$ cat src/rtl/adder_pkg.sv
`default_nettype none
// ============================================================================
// Module   : adder_pkg
// Purpose  : Shared definitions for the pipelined add/subtract unit:
//            default geometry, the WIDTH/CHUNK legality check and the
//            signed-overflow rule used by the last pipeline stage.
// Ports    : none (package)
// Revision : 1.0 - initial release
// ============================================================================
package adder_pkg;

  localparam int DEFAULT_WIDTH = 32;
  localparam int DEFAULT_CHUNK = 8;

  // True when WIDTH splits into a whole number (>= 1) of CHUNK-bit slices.
  function automatic bit chunk_legal(input int width, input int chunk);
    return (chunk > 0) && (width >= chunk) && ((width % chunk) == 0);
  endfunction

  // Two's-complement overflow: carry into the MSB differs from carry out.
  function automatic logic signed_overflow(input logic c_msb_in, input logic c_msb_out);
    return c_msb_in ^ c_msb_out;
  endfunction

endpackage
`default_nettype wire

$ cat src/rtl/adder_chunk.sv
`default_nettype none
// ============================================================================
// Module   : adder_chunk
// Purpose  : Combinational CHUNK-bit adder slice used by every pipeline
//            stage of adder_pipe.
// Ports    : a, b      - CHUNK-bit operand slices
//            cin       - carry in from the previous slice
//            sum       - CHUNK-bit slice result
//            cout      - carry out of the slice MSB
//            c_msb_in  - carry into the slice MSB (for overflow detection)
// Revision : 1.0 - initial release
// ============================================================================
module adder_chunk
  import adder_pkg::*;
#(
  parameter int CHUNK = DEFAULT_CHUNK
) (
  input  logic [CHUNK-1:0] a,
  input  logic [CHUNK-1:0] b,
  input  logic             cin,
  output logic [CHUNK-1:0] sum,
  output logic             cout,
  output logic             c_msb_in
);

  logic [CHUNK:0] full;

  assign full = {1'b0, a} + {1'b0, b} + {{CHUNK{1'b0}}, cin};
  assign sum  = full[CHUNK-1:0];
  assign cout = full[CHUNK];

  // The MSB sum bit is a ^ b ^ carry_in at that position, so the carry into
  // the MSB can be recovered without a second adder.
  assign c_msb_in = a[CHUNK-1] ^ b[CHUNK-1] ^ full[CHUNK-1];

endmodule
`default_nettype wire

$ cat src/rtl/adder_pipe.sv
`default_nettype none
// ============================================================================
// Module   : adder_pipe
// Purpose  : Pipelined WIDTH-bit add/subtract unit. The carry chain is cut
//            into CHUNK-bit slices with one register stage per slice
//            (skewed pipeline), wrapped in valid/ready handshakes.
// Ports    : clk, rst_n           - clock, async active-low reset
//            in_valid / in_ready  - operand handshake
//            a, b, sub            - operands; sub=1 selects a-b
//            out_valid / out_ready- result handshake
//            sum, carry, overflow - result, MSB carry-out, signed overflow
// Revision : 1.0 - initial release
// ============================================================================
module adder_pipe
  import adder_pkg::*;
#(
  parameter int WIDTH = DEFAULT_WIDTH,
  parameter int CHUNK = DEFAULT_CHUNK
) (
  input  logic             clk,
  input  logic             rst_n,
  input  logic             in_valid,
  output logic             in_ready,
  input  logic [WIDTH-1:0] a,
  input  logic [WIDTH-1:0] b,
  input  logic             sub,
  output logic             out_valid,
  input  logic             out_ready,
  output logic [WIDTH-1:0] sum,
  output logic             carry,
  output logic             overflow
);

  localparam int STAGES = WIDTH / CHUNK;

  if (!chunk_legal(WIDTH, CHUNK)) begin : g_param_check
    $error("adder_pipe: WIDTH (%0d) must be a positive multiple of CHUNK (%0d)", WIDTH, CHUNK);
  end

  // The whole pipeline moves in lock-step: it advances whenever the output
  // slot is empty or is being drained this cycle.
  logic             adv;
  logic [WIDTH-1:0] b_eff;

  assign adv      = !out_valid || out_ready;
  assign in_ready = adv;

  // Subtraction as a + ~b + 1; the +1 enters as the stage-0 carry.
  assign b_eff = sub ? ~b : b;

  for (genvar k = 0; k < STAGES; k++) begin : g_stage
    localparam int IN_W = WIDTH - k * CHUNK;   // operand bits still unprocessed
    localparam int LO_W = (k + 1) * CHUNK;     // result bits known after this stage

    logic [IN_W-1:0]  a_in;
    logic [IN_W-1:0]  b_in;
    logic             cin_k;
    logic             vin;
    logic [CHUNK-1:0] s;
    logic             co;
    logic             c_msb;
    logic [LO_W-1:0]  lo_next;

    logic             v_r;
    logic             c_r;
    logic [LO_W-1:0]  lo_r;

    if (k == 0) begin : g_head
      assign a_in    = a;
      assign b_in    = b_eff;
      assign cin_k   = sub;
      assign vin     = in_valid;
      assign lo_next = s;
    end else begin : g_body
      assign a_in    = g_stage[k-1].g_hi.a_r;
      assign b_in    = g_stage[k-1].g_hi.b_r;
      assign cin_k   = g_stage[k-1].c_r;
      assign vin     = g_stage[k-1].v_r;
      assign lo_next = {s, g_stage[k-1].lo_r};
    end

    adder_chunk #(.CHUNK(CHUNK)) u_chunk (
      .a        (a_in[CHUNK-1:0]),
      .b        (b_in[CHUNK-1:0]),
      .cin      (cin_k),
      .sum      (s),
      .cout     (co),
      .c_msb_in (c_msb)
    );

    // Data registers only load with a real beat, so bubbles leave the last
    // result visible on sum/carry/overflow.
    always_ff @(posedge clk or negedge rst_n) begin
      if (!rst_n) begin
        v_r  <= 1'b0;
        c_r  <= 1'b0;
        lo_r <= '0;
      end else if (adv) begin
        v_r <= vin;
        if (vin) begin
          c_r  <= co;
          lo_r <= lo_next;
        end
      end
    end

    if (k < STAGES - 1) begin : g_hi
      // Upper operand slices travel alongside the beat until their stage.
      logic [IN_W-CHUNK-1:0] a_r;
      logic [IN_W-CHUNK-1:0] b_r;

      always_ff @(posedge clk or negedge rst_n) begin
        if (!rst_n) begin
          a_r <= '0;
          b_r <= '0;
        end else if (adv && vin) begin
          a_r <= a_in[IN_W-1:CHUNK];
          b_r <= b_in[IN_W-1:CHUNK];
        end
      end
    end else begin : g_tail
      logic ov_r;

      always_ff @(posedge clk or negedge rst_n) begin
        if (!rst_n) begin
          ov_r <= 1'b0;
        end else if (adv && vin) begin
          ov_r <= signed_overflow(c_msb, co);
        end
      end
    end
  end

  assign out_valid = g_stage[STAGES-1].v_r;
  assign sum       = g_stage[STAGES-1].lo_r;
  assign carry     = g_stage[STAGES-1].c_r;
  assign overflow  = g_stage[STAGES-1].g_tail.ov_r;

endmodule
`default_nettype wire

$ cat config.mk
export PLATFORM = sky130hd
export DESIGN_NAME = adder_pipe
export DESIGN_NICKNAME = d
export VERILOG_FILES = /design/src/rtl/adder_pkg.sv /design/src/rtl/adder_chunk.sv /design/src/rtl/adder_pipe.sv
export SDC_FILE = /design/constraint.sdc
export NUM_CORES = 1
export LEC_CHECK = 0
export ABC_CLOCK_PERIOD_IN_PS = 7000
export CELL_PAD_IN_SITES_DETAIL_PLACEMENT = 0
export CELL_PAD_IN_SITES_GLOBAL_PLACEMENT = 1
export CORE_MARGIN = 2
export CORE_UTILIZATION = 49
export CTS_CLUSTER_DIAMETER = 200
export DETAILED_ROUTE_END_ITERATION = 10
export MAX_ROUTING_LAYER = met4
export PLACE_DENSITY = 0.92
export RECOVER_POWER = 50
export SYNTH_ARGS = -nofsm -noshare
export SYNTH_HDL_FRONTEND = slang
export SYNTH_SLANG_ARGS = --single-unit
$ cat constraint.sdc
create_clock -name clk -period 7 [get_ports clk]
set_input_delay 1.05 -clock clk [delete_from_list [all_inputs] [get_ports clk]]
set_output_delay 1.05 -clock clk [all_outputs]
set_load 0.01 [all_outputs]
; ---- Yosys cells after proc, flatten, opt, wreduce, memory -nomap -nowiden
; Cells that the tools add are included.
[word_totals]
in_bits = 69
elab_cells = 42
register_bits = 185
[op_classes]
addsub = 8
mux = 1
n_reduce_logical = 10
bitwise_logic = 4
[op_table]
columns = op, n
row1 = adder 8 x 8 -> 9 bit, 4
row2 = adder 9 x 1 -> 9 bit, 4
row3 = 2-to-1 mux 32 bit, 1
row4 = NOT 32 bit, 1
row5 = AND reduction 2 bit, 4
row6 = logical AND 1 bit, 4
row7 = XOR 1 bit, 3
row8 = logical NOT 1 bit, 1
row9 = logical OR 1 bit, 1

; ---- Longest topological paths before layout
; Gate-level depths: netlist of the first run.
[depth]
ltp_word = 4
depth_mapped = 10

; ---- Hierarchy
; From an unflattened synthesis of the first run, not the netlist that was laid out.
[hier_totals]
hier_cells = 635
area_unflattened_um2 = 8603.3
[modules_own_cells]
columns = module, area_per_inst_um2, cells_each, n_inst
row1 = adder_pipe, 7184.4, 463, 1
row2 = adder_chunk at g_stage[2].u_chunk ..., 364.1, 43, 2
row3 = adder_chunk at g_stage[0].u_chunk ..., 345.3, 43, 2

; ---- Worst setup path before layout of the first run
; Ideal clock, no wire load.
[synth_timing]
path_type = input port to flip-flop
from = input sub
to = register g_stage[0].lo_r[6]
cell_stages = 9
setup_time_ns = 0.069
setup_slack_ns = 4.121
arrival_time_ns = 2.810
cell_sequence = clkbuf_2 -> buf_2 -> xor2_1 -> ha_1 -> nor2b_1 -> o21ai_1 -> a21oi_1 -> or4_1 -> nand3_1
[synth_between]
elab_chain_len = 3
[synth_rtl]
columns = item, line
row1 = "start, declared", adder_pipe.sv:26  ; input logic sub,
row2 = 2-to-1 mux 32 bit, adder_pipe.sv:49  ; assign b_eff = sub ? ~b : b;
row3 = adder 8 x 8 -> 9 bit, adder_chunk.sv:28  ; assign full = {1'b0, a} + {1'b0, b} + {{CHUNK{1'b0}}, cin};
row4 = adder 9 x 1 -> 9 bit (*), adder_chunk.sv:28
row5 = "end signal, assigned", adder_pipe.sv:102  ; lo_r <= lo_next;
row6 = "end, declared", adder_pipe.sv:66  ; logic [LO_W-1:0] lo_r;
; Mark *: on every way between the ends. The rest lies on a longest branch, timed or not.
; A chain may end at the register's enable or synchronous reset.

; ---- Worst setup path after layout of the first run
[layout_timing]
from = input out_ready
to = register g_stage[1].c_r
[layout_between]
elab_chain_len = 2
[layout_rtl]
columns = item, line
row1 = "start, declared", adder_pipe.sv:28  ; input logic out_ready,
row2 = logical OR 1 bit, adder_pipe.sv:45  ; assign adv = !out_valid || out_ready;
row3 = AND reduction 2 bit (no line), --
row4 = "end signal, assigned", adder_pipe.sv:101  ; c_r <= co;
row5 = "end, declared", adder_pipe.sv:65  ; logic c_r;
; Every way passes these cells.

==> results of run 1 <==
-- flip-flops by register name (all words and copies together) (netlist names) --
signal,cells
g_stage.g_hi.a_r,48
g_stage.g_hi.b_r,48
g_stage.lo_r,48
sum,32
g_stage.c_r,3
g_stage.v_r,3
carry,1
out_valid,1
overflow,1
-- area by class of cell --
class	count	area [µm²]	share of cell area (%)
inverter	17	63.8	0.633
tap	220	275	2.73
clock buffer	22	474	4.71
clock inverter	5	25.0	0.248
multi-input combinational	428	3560	35.3
timing repair buffer	107	1050	10.4
sequential	185	4630	45.9
-- metal layers --
layer  track usage, %  share of wire, %  vias up
li1                 -                 -     2514
met2             31.1                48      110
met1             26.2                46     2584
met4             6.49               1.9        0
met3             4.54               3.9       28
met5                -                 0        -
-- placed cells by master, fill, tap and decap left out, drive strengths merged, types with 7 or more instances in the layout --
cell type        n
inv             17
fa               7
ha              28
xor2            15
clkdlybuf4s50   66
nand2           63
dlygate4sd3     36
clkbuf          24
a21oi           18
dfrtp          185
mux2           127
o21ai           56
xnor2           31
o31ai           10
nor3             8
a21o             7
a211oi           9
-- final timing paths --
path	startpoint	to	slack, ns	depth (start not counted)
worst max-delay path	out_ready	g_stage[1].c_r	2.29	7
worst min-delay path	g_stage[0].lo_r[2]	g_stage[0].lo_r[2]	0.48	2
worst max register to register	out_valid	g_stage[1].c_r	3.15	6
worst min register to register	g_stage[0].lo_r[2]	g_stage[0].lo_r[2]	0.48	2
max in group asynchronous	rst_n	sum[3]	4.65	2
min in group asynchronous	rst_n	sum[30]	0.71	1
-- synthesized netlist by cell type, drive strengths merged --
cell type / n / area share (%)
nand2: 63 / 2.8
or4: 1 / 0.090
o21bai: 3 / 0.27
o21ai: 56 / 3.3
nor3: 8 / 0.48
nand4: 3 / 0.22
or2: 2 / 0.15
a2bb2oi: 2 / 0.21
o211a: 2 / 0.24
a2111oi: 1 / 0.33
o21a: 5 / 0.45
clkbuf: 7 / 0.33
nor2: 4 / 0.18
o31ai: 10 / 0.95
a21oi: 18 / 1.1
o31a: 2 / 0.21
xor2: 15 / 1.6
a41oi: 1 / 0.19
o41a: 1 / 0.13
nor3b: 2 / 0.18
fa: 7 / 1.7
nand3b: 1 / 0.090
a211oi: 9 / 0.86
a21boi: 1 / 0.090
dfrtp: 185 / 55
mux2: 127 / 17
nand2b: 2 / 0.15
a21o: 7 / 0.63
o211ai: 2 / 0.18
nand4b: 1 / 0.10
and3: 3 / 0.22
nor2b: 4 / 0.30
nand3: 5 / 0.30
ha: 28 / 4.2
a311oi: 1 / 0.10
xnor2: 31 / 3.2
inv: 17 / 0.76
buf: 23 / 1.5
-- logic make-up (layout without fill, tap and decap cells) --
logic type | count (synthesis) | in the layout | synth area share, %
AND/OR/NAND/NOR | 99 | 99 | 5.28
AO/OA/AOI/OAI | 121 | 121 | 9.26
XOR/XNOR | 46 | 46 | 4.80
buffers and inverters | 47 | 151 | 2.59
multiplexers | 127 | 127 | 17.0
adder cells (fa/ha/maj) | 35 | 35 | 5.85
flip-flops | 185 | 185 | 55.2
-- metrics by stage --
| step | setup WS, ns | hold WS [ns] |
|---|---|---|
| 3_3_place_gp | 3.45 | 0.458 |
| 6_report | 2.29 | 0.476 |
| 5_1_grt | 1.99 | 0.501 |
| 2_1_floorplan | 4.12 | 0.436 |
| 4_1_cts | 3.41 | 0.484 |
| 3_5_place_dp | 3.42 | 0.470 |
-- critical path, delay by kind of cell --
kind / cells / cell delay, ns
AO/OA/AOI/OAI: 2 / 0.35
buffers and inverters: 2 / 2.75
AND/OR/NAND/NOR: 3 / 0.89
-- power groups by stage --
stage	combinational [mW]	sequential (mW)	clock [mW]
floorplan	1.32	1.80	0
global placement	1.80	1.81	0
detailed placement	1.89	1.84	0
CTS	1.90	1.82	0.854
global route	2.07	1.88	0.901
finish	1.86	1.81	0.833
==> reports/results.ini, run 1 <==
[outcome]
status=complete, but fails checks
violations=max-capacitance violations, max-slew violations

[clock_tree]
ctsHoldBuffers=0
cts_tree=yes
cts_root_buf=clkbuf_16
cts_made_buffers=17
cts_resized=0
postCtsSetupBuffers=0
path_clk_slew_ns=0.06
cts_buffer_depth=2
cts.sinks=185
clk_latency_ns=0.42
cts.htree.levels=4

[logic_synthesis]
synth_nets=764
avgSynthCellArea_um2=12.7
synth_cells=660
yosysSeqAreaShare_pct=55.2
synth_cell_type_count=44
ys_ff_latch=185
synth_area_um2=8390
yosysWarnings=0

[timing]
finalCritPeriodShare_pct=67.3
rsz0062_at_grt=false
period_minus_slack_ns=4.71
relSlewSlack_pct=-111
finalMaxSlewViolations=108
totalNegativeSetupSlack_ns=0
clock_skew_ns=0.00610
worstMarginPinSlew_ns=3.16
finalSetupViolations=0
final_hold_viol_count=0
fmax_ghz=0.212

[power_and_ir_drop]
seq_power_share_pct=40.2
power_density_nw_per_um2=447
switching_share_pct=33.3
p_total_mw=4.51
ir_drop_mv=0.342
p_clk_share_pct=18.5
cellLeakagePower_nw=4.43
p_int_mw=3.01
switchingPower_mw=1.50
combPwrFrac_pct=41.3

[detailed_routing]
viasPerCell=5.32
avgRoutedWirePerCell_um=16.5
wl_um=16300
post-route-drc-count=0
ant_nets=0
vias=5236
drtPass1Iterations=4
drt-initial-drc-count=343

[min_path]
hold_class=reg -> reg

[die]
io_pins=105
die-width_um=135
dieArea_um2=18200
die_h_um=135
rows=47
coreArea_um2=16600
initial_utilization_pct=50.4

[placed_design]
place.gp.congestion=0.871
port_buffers=104
placed_area_um2=9590
dp_hpwl_um=10900
post-place-cells=957

[cells_and_area]
nets=860
postLayoutCellArea_um2=10100
syn_to_final_growth_pct=20.1
nFillCells=1309
layout-drive-gt1-share_pct=21.6
final_cells=984
fin_util_pct=60.6
antenna_cells=0

[worst_setup_path]
cp_data_required_time_ns=7.36
critPathCaptureType=flip-flop
crit_fanout=57
slowest_delay_ns=2.23
worst-endpoint-arrival_ns=5.07
cp_cell_sequence=dlygate4sd3_1 > nand2b_1 > nand2_2 > clkbuf_1 > or2_2 > a2bb2oi_1 > o31a_1
cp-start-kind=input pin
worst-setup-path-type=in -> reg
crit_slowest_cell=clkbuf_1

[global_routing]
grt_pass1_vias=5545
antenna_found_initial=0
track_usage_pct=20.0
grt_first_pass_wirelength_um=27600
grt-ovfl-total=0
grt_max_degree=106

[run]
maxCapViolations=2

Power figures use the tool's default switching activity.
==> run 2: changes to the inputs <==
--- a/config.mk
+++ b/config.mk
@@ -5,15 +5,15 @@
 export SDC_FILE = /design/constraint.sdc
 export NUM_CORES = 1
 export LEC_CHECK = 0
-export ABC_CLOCK_PERIOD_IN_PS = 7000
+export ABC_CLOCK_PERIOD_IN_PS = 4420
 export CELL_PAD_IN_SITES_DETAIL_PLACEMENT = 0
 export CELL_PAD_IN_SITES_GLOBAL_PLACEMENT = 1
 export CORE_MARGIN = 2
-export CORE_UTILIZATION = 49
+export CORE_UTILIZATION = 45
 export CTS_CLUSTER_DIAMETER = 200
 export DETAILED_ROUTE_END_ITERATION = 10
 export MAX_ROUTING_LAYER = met4
-export PLACE_DENSITY = 0.92
+export PLACE_DENSITY = 0.86
 export RECOVER_POWER = 50
 export SYNTH_ARGS = -nofsm -noshare
 export SYNTH_HDL_FRONTEND = slang
==> constraint.sdc (replaced) <==
create_clock -name clk -period 4.42 [get_ports clk]
set_input_delay 0.663 -clock clk [delete_from_list [all_inputs] [get_ports clk]]
set_output_delay 0.663 -clock clk [all_outputs]
set_load 0.01 [all_outputs]
==> reports/results.ini, run 2 (same netlist as run 1, synthesis figures left out) <==
[worst_setup_path]
crit_fanout=11  ; was 57
worst-endpoint-arrival_ns=2.24  ; was 5.07 ns
cp_data_required_time_ns=3.76  ; was 7.36 ns
worst-setup-path-type=in -> out  ; was in -> reg
critPathCaptureType=output pin  ; was flip-flop
cp-start-kind=input pin  ; unchanged

[die]
coreArea_um2=18100  ; was 16600 µm²
rows=49  ; was 47
die-width_um=141  ; was 135 µm
io_pins=105  ; unchanged
dieArea_um2=19800  ; was 18200 µm²
initial_utilization_pct=46.2  ; was 50.4%
die_h_um=141  ; was 135 µm

[timing]
rsz0062_at_grt=false  ; unchanged
final_hold_viol_count=0  ; unchanged
finalSetupViolations=0  ; unchanged
worstMarginPinSlew_ns=2.65  ; was 3.16 ns
clock_skew_ns=0.00910  ; was 0.00610 ns
finalCritPeriodShare_pct=65.6
period_minus_slack_ns=2.90
holdWs_ns=0.476  ; about the same
totalNegativeSetupSlack_ns=0  ; unchanged
relSlewSlack_pct=-76.6  ; was -111%
fmax_ghz=0.345
finalMaxSlewViolations=111  ; was 108

[detailed_routing]
viasPerCell=5.22  ; was 5.32
wl_met3_um=518  ; was 630 µm
drt-initial-drc-count=237  ; was 343
dr.max_layer_used=met4  ; unchanged
wl_um=16400  ; was 16300 µm
avgRoutedWirePerCell_um=16.4  ; was 16.5 µm
vias=5211  ; was 5236
met2WireLength_um=8140  ; was 7800 µm
drtPass1Iterations=4  ; unchanged
wl_met1_um=7560  ; was 7520 µm
ant_nets=0  ; unchanged
post-route-drc-count=0  ; unchanged

[cells_and_area]
largest_registers=g_stage.g_hi.a_r: 48 flops, g_stage.g_hi.b_r: 48 flops, g_stage.lo_r: 48 flops  ; unchanged
layout_commonest_cell=dfrtp_1  ; unchanged
layout-drive-gt1-share_pct=22.5  ; was 21.6%
mostFrequentLayoutCells=185 x dfrtp_1, 127 x mux2_2, 84 x clkdlybuf4s50_1  ; was 185 x dfrtp_1, 127 x mux2_2, 66 x clkdlybuf4s50_1
antenna_cells=0  ; unchanged
nets=861  ; was 860
syn_to_final_growth_pct=21.8  ; was 20.1%
fin_util_pct=56.3  ; was 60.6%

[clock_tree]
cts_resized=0  ; unchanged
cts.htree.levels=4  ; unchanged
cts_tree=yes  ; unchanged
ctsHoldBuffers=0  ; unchanged
path_clk_slew_ns=0.06  ; about the same
cts_buffer_depth=2  ; unchanged
clk_latency_ns=0.43  ; was 0.42 ns
postCtsSetupBuffers=0  ; unchanged
cts_root_buf=clkbuf_16  ; unchanged
cts_made_buffers=17  ; unchanged
cts.sinks=185  ; unchanged

[run]
maxCapViolations=1  ; was 2

[min_path]
hold_class=reg -> reg  ; unchanged

[placed_design]
port_buffers=104  ; unchanged
dp_hpwl_um=11300  ; was 10900 µm
place.gp.congestion=0.829  ; was 0.871

[power_and_ir_drop]
p_total_mw=7.38  ; was 4.51 mW
ir_drop_mv=0.355  ; was 0.342 mV
cellLeakagePower_nw=4.47  ; was 4.43 nW
power_density_nw_per_um2=722  ; was 447 nW/µm²

[global_routing]
grt_first_pass_wirelength_um=27300  ; was 27600 µm
grt_max_degree=112  ; was 106
track_usage_pct=18.1  ; was 20.0%
antenna_found_initial=0  ; unchanged
grt_pass1_vias=5474  ; was 5545
grt-ovfl-total=0  ; unchanged

[outcome]
violations=max-capacitance violations, max-slew violations  ; unchanged
status=complete, but fails checks  ; unchanged

==> run 2: final timing paths <==
kind,startpoint,end,slack [ns],cells after the start
worst max-delay path,out_ready,in_ready,1.52,3
max in group asynchronous,rst_n,g_stage[1].c_r,1.81,1
worst max register to register,g_stage[1].c_r,g_stage[2].c_r,1.85,7
min in group asynchronous,rst_n,g_stage[0].g_hi.a_r[21],1.04,1
worst min register to register,g_stage[1].lo_r[11],g_stage[1].lo_r[11],0.48,2
worst min-delay path,g_stage[1].lo_r[11],g_stage[1].lo_r[11],0.48,2
==> run 2: critical path, cell delays in order <==
cell and delay (ns):
dlygate4sd3_1 0.51, nand2b_1 0.41, clkdlybuf4s50_1 0.65
==> run 2: per-layer routing <==
layer / vias to the layer above / GRT usage (%)
met5: - / -
met4: 0 / 6.00
met3: 21 / 3.79
met2: 104 / 29.3
met1: 2565 / 23.1
li1: 2521 / -
==> run 2: final cells by class <==
type / count / area (µm²)
clock buffer: 21 / 460
clock inverter: 11 / 146
fill: 1469 / 7930
inverter: 17 / 63.8
multi-input combinational: 428 / 3560
sequential: 185 / 4630
tap: 229 / 287
timing repair buffer: 108 / 1070
==> run 2: power by group <==
group	total [mW]	switching (mW)	internal, mW
Clock	1.55	0.632	0.919
Combinational	2.93	1.37	1.56
Sequential	2.89	0.436	2.46
==> run 2: metrics by stage <==
step,area [µm²],cells,setup slack [ns]
after global routing,10200,999,1.20
after global placement,9620,967,1.38
after CTS,10200,999,1.57
after floorplan,8390,660,1.93
after detailed placement,9620,967,1.32
final,10200,999,1.52
